==> config.mk <==
export PLATFORM = sky130hd
export DESIGN_NAME = datagram_receiver
export DESIGN_NICKNAME = d
export VERILOG_FILES = /design/src/rtl/datagram_receiver_pkg.sv /design/src/rtl/datagram_receiver_crc8_serial.sv /design/src/rtl/datagram_receiver_sync_ff.sv /design/src/rtl/datagram_receiver.sv
export SDC_FILE = /design/constraint.sdc
export NUM_CORES = 1
export LEC_CHECK = 0
export ABC_AREA = 1
export CAP_MARGIN = 40
export CORE_MARGIN = 2
export CORE_UTILIZATION = 35
export DETAILED_ROUTE_END_ITERATION = 10
export PLACE_DENSITY = 0.55
export REMOVE_ABC_BUFFERS = 1
export SLEW_MARGIN = 20
export SYNTH_ARGS = -nofsm -noshare
export SYNTH_HDL_FRONTEND = slang
export SYNTH_HIERARCHICAL = 1
export SYNTH_SLANG_ARGS = --single-unit
==> constraint.sdc <==
create_clock -name clk -period 1.6 [get_ports clk]
set_input_delay 0.48 -clock clk [delete_from_list [all_inputs] [get_ports clk]]
set_output_delay 0.48 -clock clk [all_outputs]
set_load 0.05 [all_outputs]
==> src/rtl/datagram_receiver_pkg.sv <==
// -----------------------------------------------------------------------------
// datagram_receiver_pkg
// Shared constants and types for the display-board datagram receiver:
//   - MESSAGE_SIZE      : width of the game-state datagram in bits
//   - SCENE_GAME_START  : datagram value presented before any frame commits
//   - LINK_CRC_POLY/BITS: CRC-8 used on the link when DATAGRAM_CRC_EN is set
//   - rx_state_t        : receive FSM states
//   - crc8_step         : one serial CRC-8 update (MSB-first register)
// -----------------------------------------------------------------------------
package datagram_receiver_pkg;

   localparam int         MESSAGE_SIZE     = 16;
   localparam int         SCENE_GAME_START = 0;
   localparam logic [7:0] LINK_CRC_POLY    = 8'h07;
   localparam int         LINK_CRC_BITS    = 8;

   typedef enum logic [1:0] {
      IDLE  = 2'd0,
      RECV  = 2'd1,
      CHECK = 2'd2
   } rx_state_t;

   // Feedback is the register MSB xor the incoming bit, so the first bit on
   // the wire acts as the highest-degree coefficient of the message.
   function automatic logic [7:0] crc8_step(input logic [7:0] crc,
                                            input logic       bit_in);
      logic fb;
      fb = crc[7] ^ bit_in;
      return {crc[6:0], 1'b0} ^ (fb ? LINK_CRC_POLY : 8'h00);
   endfunction

endpackage

==> src/rtl/datagram_receiver_crc8_serial.sv <==
// -----------------------------------------------------------------------------
// crc8_serial
// Bit-serial CRC-8 (polynomial 0x07, init 0x00) over the payload of a link
// frame.
// Ports:
//   clk       : system clock
//   rst       : asynchronous active-low reset
//   clear     : restart the CRC at a new frame (init value 0x00)
//   bit_valid : bit_in is a payload bit to fold in this cycle
//   bit_in    : payload bit, in arrival order
//   crc       : running CRC of all payload bits since clear
// -----------------------------------------------------------------------------
module crc8_serial
   import datagram_receiver_pkg::*;
(
   input  logic       clk,
   input  logic       rst,
   input  logic       clear,
   input  logic       bit_valid,
   input  logic       bit_in,
   output logic [7:0] crc
);

   always_ff @(posedge clk or negedge rst) begin
      if (!rst)           crc <= 8'h00;
      else if (clear)     crc <= 8'h00;
      else if (bit_valid) crc <= crc8_step(crc, bit_in);
   end

endmodule

==> src/rtl/datagram_receiver_sync_ff.sv <==
// -----------------------------------------------------------------------------
// sync_ff
// Generic single-bit synchronizer chain for an asynchronous input.
// Ports:
//   clk  : destination clock
//   rst  : asynchronous active-low reset, loads RESET_VAL into every stage
//   d    : asynchronous input
//   q    : synchronized output, STAGES clk cycles behind d
// RESET_VAL lets an input whose idle level is high come out of reset without
// producing a spurious edge.
// -----------------------------------------------------------------------------
module sync_ff #(
   parameter int   STAGES    = 2,
   parameter logic RESET_VAL = 1'b0
) (
   input  logic clk,
   input  logic rst,
   input  logic d,
   output logic q
);

   logic [STAGES-1:0] sr;

   always_ff @(posedge clk or negedge rst) begin
      if (!rst) sr <= {STAGES{RESET_VAL}};
      else      sr <= {sr[STAGES-2:0], d};
   end

   assign q = sr[STAGES-1];

endmodule

==> src/rtl/datagram_receiver.sv <==
// -----------------------------------------------------------------------------
// datagram_receiver
// Front end of the display board: deserializes the game-state datagram sent
// by the core board over a 3-wire source-synchronous link, validates each
// frame, holds the latest good one in a staging register and commits it to
// the output only on a vsync falling edge, so the quadrant renderer never
// sees a datagram change in the middle of a video frame.
//
// Build option: define DATAGRAM_CRC_EN to expect an 8-bit CRC (MSB first)
// after the payload and reject frames whose CRC does not match.
//
// Ports:
//   clk             : system clock
//   rst             : asynchronous active-low reset
//   link_frame      : async, high for the duration of a frame
//   link_strobe     : async, data valid on each rising edge
//   link_data       : async serial data, payload LSB first
//   vsync           : async active-low vertical sync from the VGA timing
//   datagram        : committed datagram
//   datagram_update : one-cycle pulse when datagram is reloaded
//   link_up         : a good frame arrived within the last TIMEOUT_CYCLES
//   frame_err_cnt   : saturating count of rejected frames
// -----------------------------------------------------------------------------
module datagram_receiver
   import datagram_receiver_pkg::*;
#(
   parameter int MSG_BITS       = MESSAGE_SIZE,
   parameter int SYNC_STAGES    = 2,
   parameter int TIMEOUT_CYCLES = 2_000_000
) (
   input  logic                clk,
   input  logic                rst,
   input  logic                link_frame,
   input  logic                link_strobe,
   input  logic                link_data,
   input  logic                vsync,
   output logic [MSG_BITS-1:0] datagram,
   output logic                datagram_update,
   output logic                link_up,
   output logic [7:0]          frame_err_cnt
);

`ifdef DATAGRAM_CRC_EN
   localparam int EXPECTED = MSG_BITS + LINK_CRC_BITS;
`else
   localparam int EXPECTED = MSG_BITS;
`endif
   localparam int CW = $clog2(EXPECTED + 1);
   localparam int TW = $clog2(TIMEOUT_CYCLES + 1);

   logic frame_s, strobe_s, data_s, vsync_s;
   logic frame_q, strobe_q, vsync_q;
   logic frame_rise, frame_fall, strobe_rise, vsync_fall;

   rx_state_t state, state_nxt;
   logic      frame_start, shift_en, check;

   logic [CW-1:0]       bit_cnt;
   logic                ovf;
   logic [EXPECTED-1:0] shreg;
   logic [MSG_BITS-1:0] staging;
   logic                pending;
   logic                len_ok, frame_ok, accept, reject;
   logic [TW-1:0]       to_cnt;

   // ---- input synchronizers ----
   // frame and vsync idle high through reset: a frame already in flight at
   // reset release shows no rising edge and is ignored to its end.
   sync_ff #(.STAGES(SYNC_STAGES), .RESET_VAL(1'b1)) u_sync_frame (
      .clk(clk), .rst(rst), .d(link_frame), .q(frame_s));
   sync_ff #(.STAGES(SYNC_STAGES), .RESET_VAL(1'b0)) u_sync_strobe (
      .clk(clk), .rst(rst), .d(link_strobe), .q(strobe_s));
   sync_ff #(.STAGES(SYNC_STAGES), .RESET_VAL(1'b0)) u_sync_data (
      .clk(clk), .rst(rst), .d(link_data), .q(data_s));
   sync_ff #(.STAGES(SYNC_STAGES), .RESET_VAL(1'b1)) u_sync_vsync (
      .clk(clk), .rst(rst), .d(vsync), .q(vsync_s));

   // ---- edge detection on synchronized signals ----
   always_ff @(posedge clk or negedge rst) begin
      if (!rst) begin
         frame_q  <= 1'b1;
         strobe_q <= 1'b0;
         vsync_q  <= 1'b1;
      end else begin
         frame_q  <= frame_s;
         strobe_q <= strobe_s;
         vsync_q  <= vsync_s;
      end
   end

   assign frame_rise  =  frame_s  & ~frame_q;
   assign frame_fall  = ~frame_s  &  frame_q;
   assign strobe_rise =  strobe_s & ~strobe_q;
   assign vsync_fall  = ~vsync_s  &  vsync_q;

   // ---- receive FSM ----
   always_ff @(posedge clk or negedge rst) begin
      if (!rst) state <= IDLE;
      else      state <= state_nxt;
   end

   always_comb begin
      state_nxt   = state;
      frame_start = 1'b0;
      shift_en    = 1'b0;
      check       = 1'b0;
      case (state)
         IDLE: begin
            if (frame_rise) begin
               frame_start = 1'b1;
               state_nxt   = RECV;
            end
         end
         RECV: begin
            shift_en = strobe_rise;
            if (frame_fall) state_nxt = CHECK;
         end
         CHECK: begin
            check     = 1'b1;
            state_nxt = IDLE;
         end
         default: state_nxt = IDLE;
      endcase
   end

   // ---- deserializer ----
   // Once bit_cnt reaches EXPECTED any further strobe marks the frame as
   // overlong; the count stops so the extra bits go nowhere.
   always_ff @(posedge clk or negedge rst) begin
      if (!rst) begin
         bit_cnt <= '0;
         ovf     <= 1'b0;
      end else if (frame_start) begin
         bit_cnt <= '0;
         ovf     <= 1'b0;
      end else if (shift_en) begin
         if (bit_cnt == CW'(EXPECTED)) ovf     <= 1'b1;
         else                          bit_cnt <= bit_cnt + CW'(1);
      end
   end

   always_ff @(posedge clk) begin
      if (frame_start) begin
         shreg <= '0;
      end else if (shift_en) begin
         for (int i = 0; i < EXPECTED; i++) begin
            if (bit_cnt == CW'(i)) shreg[i] <= data_s;
         end
      end
   end

   // ---- frame validation ----
   assign len_ok = !ovf && (bit_cnt == CW'(EXPECTED));

`ifdef DATAGRAM_CRC_EN
   logic [7:0] crc_calc;
   logic [7:0] crc_rx;
   logic       crc_bit_valid;

   assign crc_bit_valid = shift_en && (bit_cnt < CW'(MSG_BITS));

   crc8_serial u_crc (
      .clk       (clk),
      .rst       (rst),
      .clear     (frame_start),
      .bit_valid (crc_bit_valid),
      .bit_in    (data_s),
      .crc       (crc_calc)
   );

   // The received CRC follows the payload MSB first.
   always_comb begin
      crc_rx = 8'h00;
      for (int k = 0; k < LINK_CRC_BITS; k++) begin
         crc_rx[LINK_CRC_BITS-1-k] = shreg[MSG_BITS+k];
      end
   end

   assign frame_ok = len_ok && (crc_calc == crc_rx);
`else
   assign frame_ok = len_ok;
`endif

   assign accept = check &&  frame_ok;
   assign reject = check && !frame_ok;

   // ---- staging and vsync commit ----
   always_ff @(posedge clk) begin
      if (accept) staging <= shreg[MSG_BITS-1:0];
   end

   // A commit reads staging before an accept in the same cycle overwrites it;
   // the accept then re-arms pending for the next vsync.
   always_ff @(posedge clk or negedge rst) begin
      if (!rst) begin
         datagram        <= MSG_BITS'(SCENE_GAME_START);
         datagram_update <= 1'b0;
         pending         <= 1'b0;
      end else begin
         datagram_update <= 1'b0;
         if (vsync_fall && pending) begin
            datagram        <= staging;
            datagram_update <= 1'b1;
            pending         <= 1'b0;
         end
         if (accept) pending <= 1'b1;
      end
   end

   // ---- link health ----
   always_ff @(posedge clk or negedge rst) begin
      if (!rst) begin
         to_cnt        <= '0;
         link_up       <= 1'b0;
         frame_err_cnt <= 8'd0;
      end else begin
         if (accept) begin
            to_cnt  <= '0;
            link_up <= 1'b1;
         end else if (to_cnt == TW'(TIMEOUT_CYCLES)) begin
            link_up <= 1'b0;
         end else begin
            to_cnt <= to_cnt + TW'(1);
         end
         if (reject && frame_err_cnt != 8'hFF) frame_err_cnt <= frame_err_cnt + 8'd1;
      end
   end

endmodule

==> metrics.cfg, run 1 <==
[sta]
skew_ps = 7.51
timing.final.ws_setup_ps = 49.8
finalHoldViolations = 0
setup_violations = 0
slew_headroom_pct = 72.1
period_share_pct = 96.9
period_needed_ps = 1550
finalMaxSlewViolations = 0
max_freq_mhz = 645
worstMarginPinSlew_ps = 418

[route]
drt_iter0_markers = 133
routed_wl_um = 9160
vias_per_cell = 4.56
vias = 3464
drtPass1Iterations = 4
ant_nets = 0
routed_wire_length_per_instance_um = 12.1
drc_errors = 0

[worst_setup_path]
ff2ff_setup_slack_ps = 50
cp.arrival_ps = 1620
crit_type = reg2reg
critPathLaunchType = flip-flop
crit_required_ps = 1670
r2r-start = bit_cnt[1]
reg2reg_depth = 9
path_max_fanout = 5
critPathCaptureType = flip-flop
r2r-end = staging[0]

[grt]
grt_max_degree = 65
grt_pass1_vias = 3302
antenna_found_initial = 0
grt_pass1_wl_um = 15800
grt_overflow = 0
grt_use_total_pct = 13.9

[floorplan]
die_w_um = 118
die_area_mm2 = 0.0140
initial_core_util_pct = 36.0
core_area_mm2 = 0.0127
std_cell_rows = 41
dieHeight_um = 118
io_pins = 32

[cells_and_area]
fin_nets = 596
drive_above_1_share_pct = 18.7
fin_util_pct = 45.9
n_antenna_cell = 0
area_growth_pct = 27.5

[hold_path]
hp-start = u_sync_strobe/sr[0]
min_path_cells = 0
hold_path_class = reg2reg
hold_end = u_sync_strobe/sr[1]

[power]
p_sw_share_pct = 30.2
power_switching_uw = 1870
peakVddDrop_mv = 1.00
p_int_uw = 4320
p_per_area_mw_per_mm2 = 1070
combPwrFrac_pct = 20.0
leakage_uw = 0.00268
seqPwrFrac_pct = 45.7
clock_power_share_pct = 34.2

[run]
cap_violations = 0

[synth]
netlist_instances = 527
synth.avg_cell_area_um2 = 8.65
synth.distinct_cells = 34
yosys_register_bits = 99
yosysSeqAreaShare_pct = 54.5
netlist_area_mm2 = 0.00456
ys_warn_count = 6

[clocking]
cts_setup_buffers = 0
clock-sinks = 99
cts_made_buffers = 9
clk_pin_slew_worst_paths_ps = 70
worstSkewPairLatency_ps = 340
clk_path_buf_depth = 2
htree_levels = 3
cts_tree = done
cts_root_buffer = clkbuf_16

[placement]
port_buffers = 31
dp_slack_ps = 73.4
dp_hpwl_um = 6390
globalplace.congestion = 0.842

[outcome]
status = finished clean

state kept, by name (all words and copies together), names as in the netlist:
| name | cells |
|---|---|
| ovf | 1 |
| datagram | 16 |
| u_sync_vsync/sr | 2 |
| pending | 1 |
| bit_cnt | 5 |
| strobe_q | 1 |
| frame_q | 1 |
| u_sync_strobe/sr | 2 |
| vsync_q | 1 |
| state | 2 |
| u_sync_data/sr | 2 |
| staging | 16 |
| frame_err_cnt | 8 |
| to_cnt | 21 |
| u_sync_frame/sr | 2 |
| shreg | 16 |
| datagram_update | 1 |
| link_up | 1 |
worst max path at each step:
| stage | startpoint | endpoint | depth (start not counted) | slack (ps) |
|---|---|---|---|---|
| final | bit_cnt[1] | staging[0] | 9 | 50 |
| after global placement | bit_cnt[1] | staging[2] | 9 | 100 |
| after floorplan | bit_cnt[0] | staging[0] | 8 | -280 |
| after detailed placement | bit_cnt[1] | staging[2] | 9 | 70 |
| after global routing | bit_cnt[1] | staging[15] | 9 | -2 |
| after CTS | bit_cnt[1] | staging[3] | 9 | 60 |
power by group through the flow:
stage / clock network, uW / logic, uW / registers [uW]
after CTS: 2170 / 1240 / 2830
after floorplan: 0 / 514 / 3050
after detailed placement: 0 / 1230 / 2880
after global placement: 0 / 1200 / 2870
after global routing: 2290 / 1370 / 2860
final: 2120 / 1240 / 2830
metrics by stage:
stage	hold slack, ps	power (uW)	cell area (um2)	setup TNS (ps)	std cells
after floorplan	184	3570	4490	-6780	519
after global placement	304	4070	5430	0	739
after detailed placement	304	4110	5430	0	739
after CTS	356	6240	5730	0	756
after global routing	366	6520	5810	-2.49	759
final	355	6190	5810	0	759
cell families (layout without fill, tap and decap cells):
kind of cell	after synthesis	in the layout	share of synthesized area (%)
AOI/OAI and AO/OA	49	49	6.15
xor gates and xnor gates	10	10	1.92
adders and majority gates	8	8	2.19
buffers and inverters	66	126	6.23
DFF	99	99	54.5
and+or+nand+nor	295	295	29.0
cells in the final DEF (no fill, tap or decap), types with 14 or more instances in the layout:
cell / count
nand2_1: 162
dfrtp_1: 61
nor2_1: 54
inv_1: 48
nand3_1: 33
buf_12: 28
a21oi_1: 27
dfxtp_1: 16
edfxtp_1: 16
nor3_1: 15
buf_4: 14
cell usage after synthesis (all sizes together):
cell type  instances  share of area [%]
nand2            169                 15
nor2              64                6.5
dfrtp             61                 33
inv               58                4.8
nand3             35                4.1
a21oi             27                3.0
nor3              18                2.6
o21ai             17                2.4
dfxtp             16                7.0
edfxtp            16                 11
ha                 8                2.2
nand4              8                1.2
buf                6                1.1
dfstp              6                3.5
xor2               6                1.2
xnor2              4               0.77
a31oi              2               0.27
clkbuf             2               0.38
a21o               1               0.16
nor3b              1               0.16
o21a               1               0.16
o22ai              1               0.14
metal layers:
metal | GRT usage [%] | wire, um | up-vias
met5 | 0 | 0 | -
met4 | 5.65 | 208 | 0
met3 | 3.43 | 350 | 17
met2 | 21.2 | 4060 | 66
met1 | 18.8 | 4540 | 1590
li1 | - | - | 1791
cell type report:
cell class,instances,area (um2)
fillers,1233,6860
flip-flops and latches,99,2480
multi-input cells,362,1800
repair buffers,52,793
clock buffers,9,225
inverters,58,223
well taps,172,215
clock inverters,7,70.1
critical path, stage by stage, from the launching register on:
cell	delay, ps
dfrtp_1	390
inv_2	70
ha_2	190
nand2_1	50
inv_1	60
nand2_2	70
inv_2	90
nand3_4	90
inv_6	110
clkbuf_16	140
timing repair:
item,CTS,global route
resized for setup,0,7
endpoints found under the setup margin,0,25
hold buffers,1,0
hold endpoints to repair,3,0
Power figures use the tool's default switching activity.
==> run 2: changes to the inputs <==
--- a/config.mk
+++ b/config.mk
@@ -7,10 +7,12 @@
 export LEC_CHECK = 0
 export ABC_AREA = 1
 export CAP_MARGIN = 40
+export CELL_PAD_IN_SITES_DETAIL_PLACEMENT = 0
+export CELL_PAD_IN_SITES_GLOBAL_PLACEMENT = 1
 export CORE_MARGIN = 2
 export CORE_UTILIZATION = 35
 export DETAILED_ROUTE_END_ITERATION = 10
-export PLACE_DENSITY = 0.55
+export PLACE_DENSITY = 0.66
 export REMOVE_ABC_BUFFERS = 1
 export SLEW_MARGIN = 20
 export SYNTH_ARGS = -nofsm -noshare
==> constraint.sdc (replaced) <==
create_clock -name clk -period 1.78 [get_ports clk]
set_input_delay 0.534 -clock clk [delete_from_list [all_inputs] [get_ports clk]]
set_output_delay 0.534 -clock clk [all_outputs]
set_load 0.05 [all_outputs]
==> run 2 against run 1 <==
  * Utilization shrank 1.2 points
  * First-iteration DRC count up 81%
  * Die area did not move
  * Register-to-register slack improved by 60 ps
  * Maximum frequency decreased by 7.2%
  * Global-route usage rose by 0.44 points
  * Critical endpoint is now staging[14]
==> metrics.cfg, run 2 (same netlist as run 1, synthesis figures left out) <==
[outcome]
status = finished clean

[clocking]
cts_made_buffers = 9
clk_path_buf_depth = 2
cts_tree = done
clk_pin_slew_worst_paths_ps = 70
cts_root_buffer = clkbuf_16
worstSkewPairLatency_ps = 350
clock-sinks = 99
htree_levels = 3

[worst_setup_path]
cp_slowest_cell = dfrtp_1
path_max_fanout = 16
critPathLaunchType = flip-flop
critPathCaptureType = flip-flop
crit_type = reg2reg
crit_required_ps = 1840
cp.arrival_ps = 1730
worstPathCellList = inv_1 -> ha_1 -> nand2_1 -> inv_1 -> nand2_2 -> inv_2 -> nand3_2 -> inv_2 -> buf_12
crit_path_max_incr_delay_ps = 410

[sta]
setup_violations = 0
max_freq_mhz = 599
period_needed_ps = 1670
skew_ps = 10.8
finalMaxSlewViolations = 0
period_share_pct = 93.8
worstMarginPinSlew_ps = 471
slew_headroom_pct = 68.6
finalHoldViolations = 0
rsz0062_at_grt = yes

[floorplan]
io_pins = 32
dieHeight_um = 118
core_area_mm2 = 0.0127
die_area_mm2 = 0.0140
initial_core_util_pct = 36.0
die_w_um = 118
std_cell_rows = 41

[power]
peakVddDrop_mv = 1.00
p_per_area_mw_per_mm2 = 958
clock_power_share_pct = 33.8
p_sw_share_pct = 29.8
power_uw = 5430
combPwrFrac_pct = 18.8
p_int_uw = 3810
leakage_uw = 0.00261
power_switching_uw = 1610
seqPwrFrac_pct = 47.4

[grt]
grt_use_total_pct = 14.3
antenna_found_initial = 0
grt_pass1_vias = 3274
grt_pass1_wl_um = 16100
grt_max_degree = 34
grt_overflow = 0

[route]
routed_wl_um = 9150
vias_per_cell = 4.57
drc_errors = 0
ant_nets = 0
drt_iter0_markers = 241
vias = 3420
drtPass1Iterations = 4
routed_wire_length_per_instance_um = 12.2

[cells_and_area]
n_antenna_cell = 0
seq_area_mm2 = 0.00248
largest_register_ffs = 21
final_common_cell = nand2_1
multi_input_area_mm2 = 0.00180
fin_area_mm2 = 0.00567
top_register = to_cnt
drive_above_1_share_pct = 16.8
fin_nets = 586
area_growth_pct = 24.2
fill_cells = 1257
final_cell_mix = nand2_1 (162), dfrtp_1 (61), nor2_1 (54)

[run]
cap_violations = 0

[placement]
postPlaceCellArea_mm2 = 0.00538
dp_hpwl_um = 6800
globalplace.congestion = 0.863
port_buffers = 31

[hold_path]
hold_path_class = in2async

## run 2: changes by cell type in the layout (fill, tap and decap cells not counted), moves of 2 or more
cell / delta
buf_4: -5
buf_6: -2
clkbuf_16: -2
clkinv_4: -2
inv_6: +2
inv_8: -2
## run 2: worst max-delay path, delay by kind of cell (launching register included)
family,cells,cell delay [ps]
and+or+nand+nor,3,210
adders and majority gates,1,190
buffers and inverters,5,570
DFF,1,410
## run 2: layout make-up
cell class              count  area share [%]
clock buffers              10            4.04
clock inverters             6           0.817
inverters                  58            3.84
multi-input cells         362            31.8
flip-flops and latches     99            43.9
well taps                 172            3.80
repair buffers             42            11.9
## run 2: final timing paths
check | cells after the start | to | slack [ps] | startpoint
setup / recovery | 9 | staging[14] | 110 | bit_cnt[1]
hold / removal | 1 | to_cnt[16] | 140 | rst
setup reg to reg | 9 | staging[14] | 110 | bit_cnt[1]
hold reg to reg | 0 | u_sync_data/sr[1] | 350 | u_sync_data/sr[0]
max in group asynchronous | 2 | datagram[15] | 1100 | rst
min in group clk | 0 | u_sync_data/sr[1] | 350 | u_sync_data/sr[0]
## run 2: metrics by stage
step	setup WS (ps)	util [%]	setup TNS, ps	hold slack [ps]	std cells
finish	110	44.7	0	135	749
global route	-31.9	44.7	-440	158	749
CTS	79.3	44.7	0	147	749
detailed placement	92.5	42.5	0	335	733
global placement	155	42.5	0	334	733
floorplan	-101	-	-1830	238	519
## run 2: repair_timing
action,in CTS,in global routing
setup buffers,0,0
endpoints found under the setup margin,0,24
hold buffers,0,0
gates resized for setup,0,2
## run 2: layer usage
layer	vias up	track usage (%)	share of wire (%)
met2	49	21.1	43
met1	1583	20.0	51
met3	13	3.19	3.7
met4	0	6.48	2.1
li1	1775	-	-
met5	-	0	0
## run 2: power groups by stage
stage,combinational (uW),clock [uW],sequential (uW)
after global placement,1020,0,2610
after floorplan,462,0,2750
after global routing,1130,1980,2600
final,1020,1830,2570
after detailed placement,1030,0,2620
after CTS,1030,1890,2580
==> run 3: changes to the inputs <==
--- a/config.mk
+++ b/config.mk
@@ -9,7 +9,6 @@
 export CAP_MARGIN = 40
 export CELL_PAD_IN_SITES_DETAIL_PLACEMENT = 0
 export CELL_PAD_IN_SITES_GLOBAL_PLACEMENT = 1
-export CORE_MARGIN = 2
 export CORE_UTILIZATION = 35
 export DETAILED_ROUTE_END_ITERATION = 10
 export PLACE_DENSITY = 0.66
==> run 3 against run 2 <==
  * Utilization rose by 0.089 points
  * Critical path type unchanged
  * First-iteration DRC count shrank 41%
  * Maximum frequency grew 6.1%
  * Non-clock buffer count unchanged
  * Die area down 3.4%
  * Sequential share of layout area is 0.065 points lower
  * Clock power about the same
  * Global-route usage up 0.85 points
  * Total power grew 0.32%
  * Flip-flop and latch count stayed put
  * Combinational power about the same
  * Clock-buffer cell count grew 3
==> metrics.cfg, run 3 (same netlist as run 1, synthesis figures left out) <==
[outcome]
status = finished clean

[power]
power_uw = 5440
leakage_uw = 0.00260
p_per_area_mw_per_mm2 = 959
peakVddDrop_mv = 0.951

[hold_path]
hold_path_class = in2async

[placement]
port_buffers = 31
dp_slack_ps = 127
globalplace.congestion = 0.806
dp_hpwl_um = 6600

[clocking]
clk_path_buf_depth = 2
cts_setup_buffers = 0
worstSkewPairLatency_ps = 350
clock-sinks = 99
cts_tree = done
cts_hold_buf = 0
htree_levels = 3
clk_pin_slew_worst_paths_ps = 70
postCtsResizedCells = 0
cts_made_buffers = 9
cts_root_buffer = clkbuf_16

[cells_and_area]
drive_above_1_share_pct = 16.8
fin_nets = 586
top_register = to_cnt
final_cell_mix = nand2_1 (162), dfrtp_1 (60), nor2_1 (54)
final_common_cell = nand2_1
n_antenna_cell = 0
multi_input_area_mm2 = 0.00180
fill_cells = 1253
area_growth_pct = 24.5
largest_register_ffs = 21
seq_area_mm2 = 0.00249

[route]
drtPass1Iterations = 4
routed_wire_length_per_instance_um = 12.1
drc_errors = 0
drt_iter0_markers = 143
routed_wl_um = 9100
ant_nets = 0
vias = 3392
vias_per_cell = 4.53

[worst_setup_path]
cp.arrival_ps = 1620
crit_type = reg2reg
critPathCaptureType = flip-flop
crit_required_ps = 1820
critPathLaunchType = flip-flop
path_max_fanout = 21

[grt]
grt_max_degree = 33
grt_pass1_vias = 3269
grt_use_total_pct = 15.2
antenna_found_initial = 0
grt_overflow = 0
grt_pass1_wl_um = 15600

[sta]
slew_headroom_pct = 69.2
finalHoldViolations = 0
worstMarginPinSlew_ps = 461
max_freq_mhz = 636
rsz0062_at_grt = no
setup_violations = 0
worst_hold_slack_ps = 116
period_share_pct = 88.4
timing.final.ws_setup_ps = 207
skew_ps = 12.0
finalMaxSlewViolations = 0
period_needed_ps = 1570

[floorplan]
core_area_mm2 = 0.0127
io_pins = 32
std_cell_rows = 41
die_w_um = 116
dieHeight_um = 116
initial_core_util_pct = 36.0
die_area_mm2 = 0.0135

[run]
cap_violations = 0

==> run 3: changes by cell type in the layout (fill, tap and decap cells not counted), sizes merged <==
cell	before	now
inv	62	58
clkbuf	10	13
clkinvlp	1	2
==> run 3: power breakdown <==
part	leakage [uW]	internal, uW	total [uW]	switching (uW)
registers	0.00117	2450	2590	137
logic	0.00130	389	996	607
clock network	0.000131	1040	1860	819
total	0.00260	3880	5440	1560
==> run 3: routing by layer <==
| layer | vias up | GRT usage, % | wire length, um |
|---|---|---|---|
| li1 | 1767 | - | - |
| met2 | 59 | 23.2 | 4000 |
| met5 | - | 0 | 0 |
| met4 | 0 | 6.24 | 156 |
| met1 | 1552 | 20.5 | 4570 |
| met3 | 14 | 3.89 | 370 |
==> run 3: final timing paths <==
kind                                      from                   to  slack (ps)  cells after the start
hold / removal                             rst     frame_err_cnt[0]         120                      1
setup reg to reg                    bit_cnt[1]           staging[3]         210                      9
max in group asynchronous                  rst   u_sync_vsync/sr[0]        1080                      2
min in group clk           u_sync_strobe/sr[0]  u_sync_strobe/sr[1]         360                      0
setup / recovery                    bit_cnt[1]           staging[3]         210                      9
hold reg to reg            u_sync_strobe/sr[0]  u_sync_strobe/sr[1]         360                      0
==> run 3: area by class of cell <==
cell class	instances	share of cell area, %
flip-flops and latches	99	43.8
multi-input cells	362	31.7
repair buffers	42	11.9
clock buffers	13	4.61
inverters	58	3.84
well taps	172	3.79
clock inverters	3	0.419
==> run 3: worst max-delay path, stage by stage (launching register included) <==
cell	delay, ps
dfrtp_1	400
inv_1	100
ha_1	190
nand2_1	60
inv_1	60
nand2_2	70
inv_2	70
nand3_2	70
inv_2	80
buf_12	160
==> run 3: through the flow <==
stage               utilization, %  TNS (ps)  cell area, um2  cells
finish                        44.8         0            5680    749
global placement              42.5         0            5380    733
global route                  44.8         0            5680    749
CTS                           44.7         0            5670    749
detailed placement            42.5         0            5380    733
floorplan                        -     -1830            4490    519
